File: src/rtl/pause_dim.sv
// pause_dim: user/external pause control with idle screen dimming.
//
// A rising edge on pause_btn toggles the user pause state. The core pause
// output is the user state OR any external pause request, registered.
// After DIM_TIMEOUT cycles of user pause the picture is dimmed one step
// (colour channels shifted right by one), then one further step every
// FADE_INTERVAL cycles up to FADE_STEPS. A wake pulse restores full
// brightness without leaving pause. Video timing is delayed by one cycle to
// stay aligned with the registered colour path.
//
// Ports:
//   clk_sys                    single clock, rising edge
//   reset_n                    synchronous active-low reset
//   pause_btn                  user pause button level
//   wake                       activity pulse, clears dimming
//   ext_pause[NSRC-1:0]        external pause requests
//   r_in/g_in/b_in             pixel colour in
//   hs_in/vs_in/hblank_in/vblank_in  video timing in
//   pause                      registered core pause
//   user_paused                user toggle state
//   dim_level[1:0]             current right-shift amount
//   r_out/g_out/b_out          dimmed colour, 1-cycle latency
//   hs_out/vs_out/hblank_out/vblank_out  timing, 1-cycle latency
module pause_dim #(
  parameter int          RW            = 3,
  parameter int          GW            = 3,
  parameter int          BW            = 2,
  parameter int          NSRC          = 2,
  parameter int unsigned DIM_TIMEOUT   = 32'hE4E1C00,
  parameter int          FADE_STEPS    = 1,
  parameter int unsigned FADE_INTERVAL = 24000000
) (
  input  logic            clk_sys,
  input  logic            reset_n,
  input  logic            pause_btn,
  input  logic            wake,
  input  logic [NSRC-1:0] ext_pause,
  input  logic [RW-1:0]   r_in,
  input  logic [GW-1:0]   g_in,
  input  logic [BW-1:0]   b_in,
  input  logic            hs_in,
  input  logic            vs_in,
  input  logic            hblank_in,
  input  logic            vblank_in,
  output logic            pause,
  output logic            user_paused,
  output logic [1:0]      dim_level,
  output logic [RW-1:0]   r_out,
  output logic [GW-1:0]   g_out,
  output logic [BW-1:0]   b_out,
  output logic            hs_out,
  output logic            vs_out,
  output logic            hblank_out,
  output logic            vblank_out
);

  localparam logic [31:0] TIMEOUT      = 32'(DIM_TIMEOUT);
  localparam logic [31:0] TIMEOUT_LAST = 32'(DIM_TIMEOUT - 32'd1);
  localparam logic [31:0] FADE_LAST    = 32'(FADE_INTERVAL - 32'd1);
  localparam logic [1:0]  MAX_DIM      = 2'(FADE_STEPS);

  logic          btn_prev_q, btn_prev_d;
  logic          user_paused_q, user_paused_d;
  logic          pause_q, pause_d;
  logic [31:0]   timer_q, timer_d;
  logic [31:0]   fade_q, fade_d;
  logic [1:0]    dim_q, dim_d;
  logic [RW-1:0] r_q, r_d;
  logic [GW-1:0] g_q, g_d;
  logic [BW-1:0] b_q, b_d;
  logic [3:0]    timing_q, timing_d;
  logic          btn_rise;

  always_comb begin
    btn_rise      = pause_btn & ~btn_prev_q;
    btn_prev_d    = pause_btn;
    user_paused_d = user_paused_q ^ btn_rise;
    // Core pause follows the post-toggle user state so it changes on the
    // same edge as user_paused.
    pause_d       = user_paused_d | (|ext_pause);

    timer_d = timer_q;
    fade_d  = fade_q;
    dim_d   = dim_q;

    // Not paused, or woken without a competing button edge: full brightness
    // and restart the idle timer. A button edge beats wake, so an unpause
    // edge lets this cycle proceed and the clear follows once user_paused
    // has dropped.
    if (!user_paused_q || (wake && !btn_rise)) begin
      timer_d = '0;
      fade_d  = '0;
      dim_d   = '0;
    end else begin
      if (timer_q < TIMEOUT) begin
        timer_d = timer_q + 32'd1;
        if (timer_q == TIMEOUT_LAST) begin
          dim_d = 2'd1;
        end
      end
      // dim_level is non-zero only once the timer has saturated, so this
      // never collides with the first-step assignment above.
      if (dim_q != 2'd0 && dim_q < MAX_DIM) begin
        if (fade_q == FADE_LAST) begin
          fade_d = '0;
          dim_d  = dim_q + 2'd1;
        end else begin
          fade_d = fade_q + 32'd1;
        end
      end
    end

    r_d      = r_in >> dim_q;
    g_d      = g_in >> dim_q;
    b_d      = b_in >> dim_q;
    timing_d = {hs_in, vs_in, hblank_in, vblank_in};
  end

  always_ff @(posedge clk_sys) begin
    if (!reset_n) begin
      // Button treated as already pressed so a hold through reset is no edge.
      btn_prev_q    <= 1'b1;
      user_paused_q <= 1'b0;
      pause_q       <= 1'b0;
      timer_q       <= '0;
      fade_q        <= '0;
      dim_q         <= '0;
      r_q           <= '0;
      g_q           <= '0;
      b_q           <= '0;
      timing_q      <= '0;
    end else begin
      btn_prev_q    <= btn_prev_d;
      user_paused_q <= user_paused_d;
      pause_q       <= pause_d;
      timer_q       <= timer_d;
      fade_q        <= fade_d;
      dim_q         <= dim_d;
      r_q           <= r_d;
      g_q           <= g_d;
      b_q           <= b_d;
      timing_q      <= timing_d;
    end
  end

  assign pause       = pause_q;
  assign user_paused = user_paused_q;
  assign dim_level   = dim_q;
  assign r_out       = r_q;
  assign g_out       = g_q;
  assign b_out       = b_q;
  assign hs_out      = timing_q[3];
  assign vs_out      = timing_q[2];
  assign hblank_out  = timing_q[1];
  assign vblank_out  = timing_q[0];

endmodule

File: config.mk
export PLATFORM = sky130hd
export DESIGN_NAME = pause_dim
export DESIGN_NICKNAME = d
export VERILOG_FILES = /design/src/rtl/pause_dim.sv
export SDC_FILE = /design/constraint.sdc
export NUM_CORES = 1
export LEC_CHECK = 0
export CAP_MARGIN = 10
export CORE_MARGIN = 4
export CORE_UTILIZATION = 35
export DETAILED_ROUTE_END_ITERATION = 10
export DONT_BUFFER_PORTS = 1
export MAX_ROUTING_LAYER = met4
export PLACE_DENSITY = 0.5
export SKIP_LAST_GASP = 1
export SLEW_MARGIN = 10
export SYNTH_ARGS = -nofsm -noshare
export SYNTH_HDL_FRONTEND = slang
export SYNTH_SLANG_ARGS = --single-unit
File: constraint.sdc
create_clock -name clk_sys -period 3.7 [get_ports clk_sys]
set_input_delay 0.185 -clock clk_sys [delete_from_list [all_inputs] [get_ports clk_sys]]
set_output_delay 0.185 -clock clk_sys [all_outputs]
set_load 0.02 [all_outputs]
==> qor.yml <==
placed_design:
  port_buffers: 0
  gp_congestion: 0.753
  dpl.cell_count: 547
  placed_area_mm2: 0.00379
  hpwl_mm: 5.32
  dp_slack_ns: 1.05
floorplanning:
  die_area_mm2: 0.0122
  num_rows: 37
  die_width_um: 110
  die-height_um: 110
  top_level_ports: 34
  core-area_mm2: 0.0103
  start_util_pct: 35.6
cts:
  path_clk_slew_ns: 0.09
  cts_sinks: 81
  clk_path_buf_depth: 2
  htreeDepth: 3
  clock_latency_ns: 0.35
  tritoncts: "done"
  cts-root-buf: "clkbuf_8"
  post-cts-setup-buffers: 0
  numCtsBuffers: 9
global_route:
  grt_util_met3_pct: 2.56
  top_usage_layer: "met2"
  grt_pass1_wl_mm: 13.0
  grt_max_degree: 28
  grt_pass1_vias: 2827
  antenna_found_initial: 0
  met2_usage_pct: 20.9
  grt_usage_pct: 13.7
  grt_remaining_overflow: 0
  grt.met1_usage_pct: 18.1
layout:
  drive_gt1_share_pct: 6.58
  final_area_mm2: 0.00411
  seqCellArea_mm2: 0.00162
  fill_cells: 1063
  diodes: 0
  nNetsFinal: 458
  postLayoutCoreUtil_pct: 40.0
  fin_cells: 577
  area_growth_pct: 12.4
  multi_input_area_mm2: 0.00193
critical_path:
  crit_path_frequent_cell: "buf_4"
  slowest_stage: "dfxtp_1"
  cp-start-kind: "register"
  crit_chain: "inv_1, ha_1, nand4b_1, nor3_1, buf_4, nand3_1, nand2_1, buf_4, nor2_1"
  cp-end-kind: "register"
  crit_arrival_ns: 2.91
  cp_max_fo: 27
  critical_path_class: "register to register"
  worstPathRequired_ns: 3.92
  slowest_delay_ns: 0.68
yosys:
  ys.flop_type: "dfxtp_1"
  synth_nets: 446
  synth_simple_gate_area_share_pct: 31.4
  synth.most_common_cell: "dfxtp_1"
  synth_seq_area_share_pct: 44.3
  synth_edf_count: 0
  synthArstFlopShare_pct: 0
  synth_top_family_by_area: "simple AND/OR/NAND/NOR gates"
  yosysTopAreaCell: "dfxtp_1"
  muxShareOfSynthArea_pct: 1.91
  synth_cells: 424
  synthTopCellsByCount: "81 x dfxtp_1, 39 x nand2_1, 39 x nor2_1"
  avgSynthCellArea_um2: 8.63
  ys_seq_elements: 81
  synthTopCellsByArea: "dfxtp_1 44%, xor2_1 5.0%, nand2_1 4.0%, nor2_1 4.0%, a21oi_1 3.8%"
  yosysWarnings: 0
  yosys.area_share.xor_xnor_pct: 7.18
  netlist_area_mm2: 0.00366
  synthAdderAreaFrac_pct: 1.37
  synthDistinctLibCells: 43
  synth_compound_area_share_pct: 10.9
  yosysTopAreaCellShare_pct: 44.3
detailed_routing:
  postRouteAntennaNets: 0
  drc_errors: 0
  drt_iter0_markers: 181
  vias_per_cell: 5.30
  vias: 3057
  wirelength_mm: 7.76
  first_pass_iters: 4
  post_drt_wl_per_cell_um: 13.4
hold_path:
  hold_path.class: "primary input to register"
power:
  leakage_nw: 1.25
  finalPower_mw: 1.53
  p_per_area_mw_per_mm2: 372
  ir_drop_mv: 0.153
run:
  cap_violations: 0
sta:
  slew_headroom_pct: 41.8
  hold_viol_final: 0
  min_period_over_period_pct: 72.5
  tns_ns: 0
  finalMaxSlewViolations: 0
  clock_skew_ns: 0.0128
  rsz0062_at_grt: "no"
  timing.final.ws_setup_ns: 1.02
  hold_slack_ns: 0.0354
  setup_viol: 0
  tightest_slew_ns: 0.868
  period_needed_ns: 2.68
  fmax_mhz: 373
run_status:
  status: "finished, final reports clean"
[sequential cells by signal, indices dropped and copies added (netlist names), 2 cells and up]
register	count
dim_level	2
b_out	2
r_out	3
timer_q	32
timing_q	4
g_out	3
fade_q	32
[cells by family (layout without fill, tap and decap cells)]
family	Yosys count	after routing
compound gates	66	66
xor+xnor	30	30
fa+ha+maj	4	4
buf+inv	24	41
flops	81	81
mux	7	7
simple gates	212	212
[critical path: cells and delay by family (launching register included)]
kind | cells | cell delay, ns
flops | 1 | 0.68
buf+inv | 3 | 0.71
fa+ha+maj | 1 | 0.25
simple gates | 5 | 0.92
[what timing repair did]
item,in CTS,in global routing
hold buffers,14,0
endpoints found under the hold margin,15,0
gates resized for setup,0,0
[final timing paths]
kind,endpoint,depth (start not counted),start,slack (ns)
worst min-delay path,b_out[0],2,reset_n,0.04
worst max-delay path,fade_q[15],9,dim_level[0],1.02
worst max register to register,fade_q[15],9,dim_level[0],1.02
worst min register to register,timer_q[30],1,timer_q[30],0.46
[per-layer routing]
| layer | routed length, um | vias up |
|---|---|---|
| met5 | 0 | - |
| met4 | 108 | 0 |
| met3 | 387 | 12 |
| met2 | 3310 | 60 |
| met1 | 3950 | 1421 |
| li1 | - | 1564 |
[layout by cell type, fill, tap and decap left out, types with 7 or more instances in the layout]
cell	count
nand3_1	23
dfxtp_1	81
dlygate4sd3_1	14
clkbuf_8	9
mux2i_1	7
o21ai_0	15
or3_1	15
and2_1	16
nand2_1	39
or4_1	14
buf_4	7
o31ai_1	11
nor2_1	39
nor4_1	12
nand4_1	22
a21oi_1	28
nor3_1	9
xor2_1	21
xnor2_1	9
[cell type report]
class | count | share of cell area [%]
multi-input combinational | 319 | 47.0
tap | 136 | 4.14
inverter | 4 | 0.365
clock inverter | 7 | 1.43
sequential | 81 | 39.4
timing repair buffer | 21 | 4.68
clock buffer | 9 | 3.01
[report_power, final]
part           leakage, nW  switching [mW]  total [mW]  internal, mW
registers            0.656          0.0146       0.895         0.880
logic                0.509          0.0142      0.0323        0.0181
clock network       0.0872           0.348       0.603         0.254
total                 1.25           0.377        1.53          1.15
Note: power is estimated with default switching activity, not from simulation.
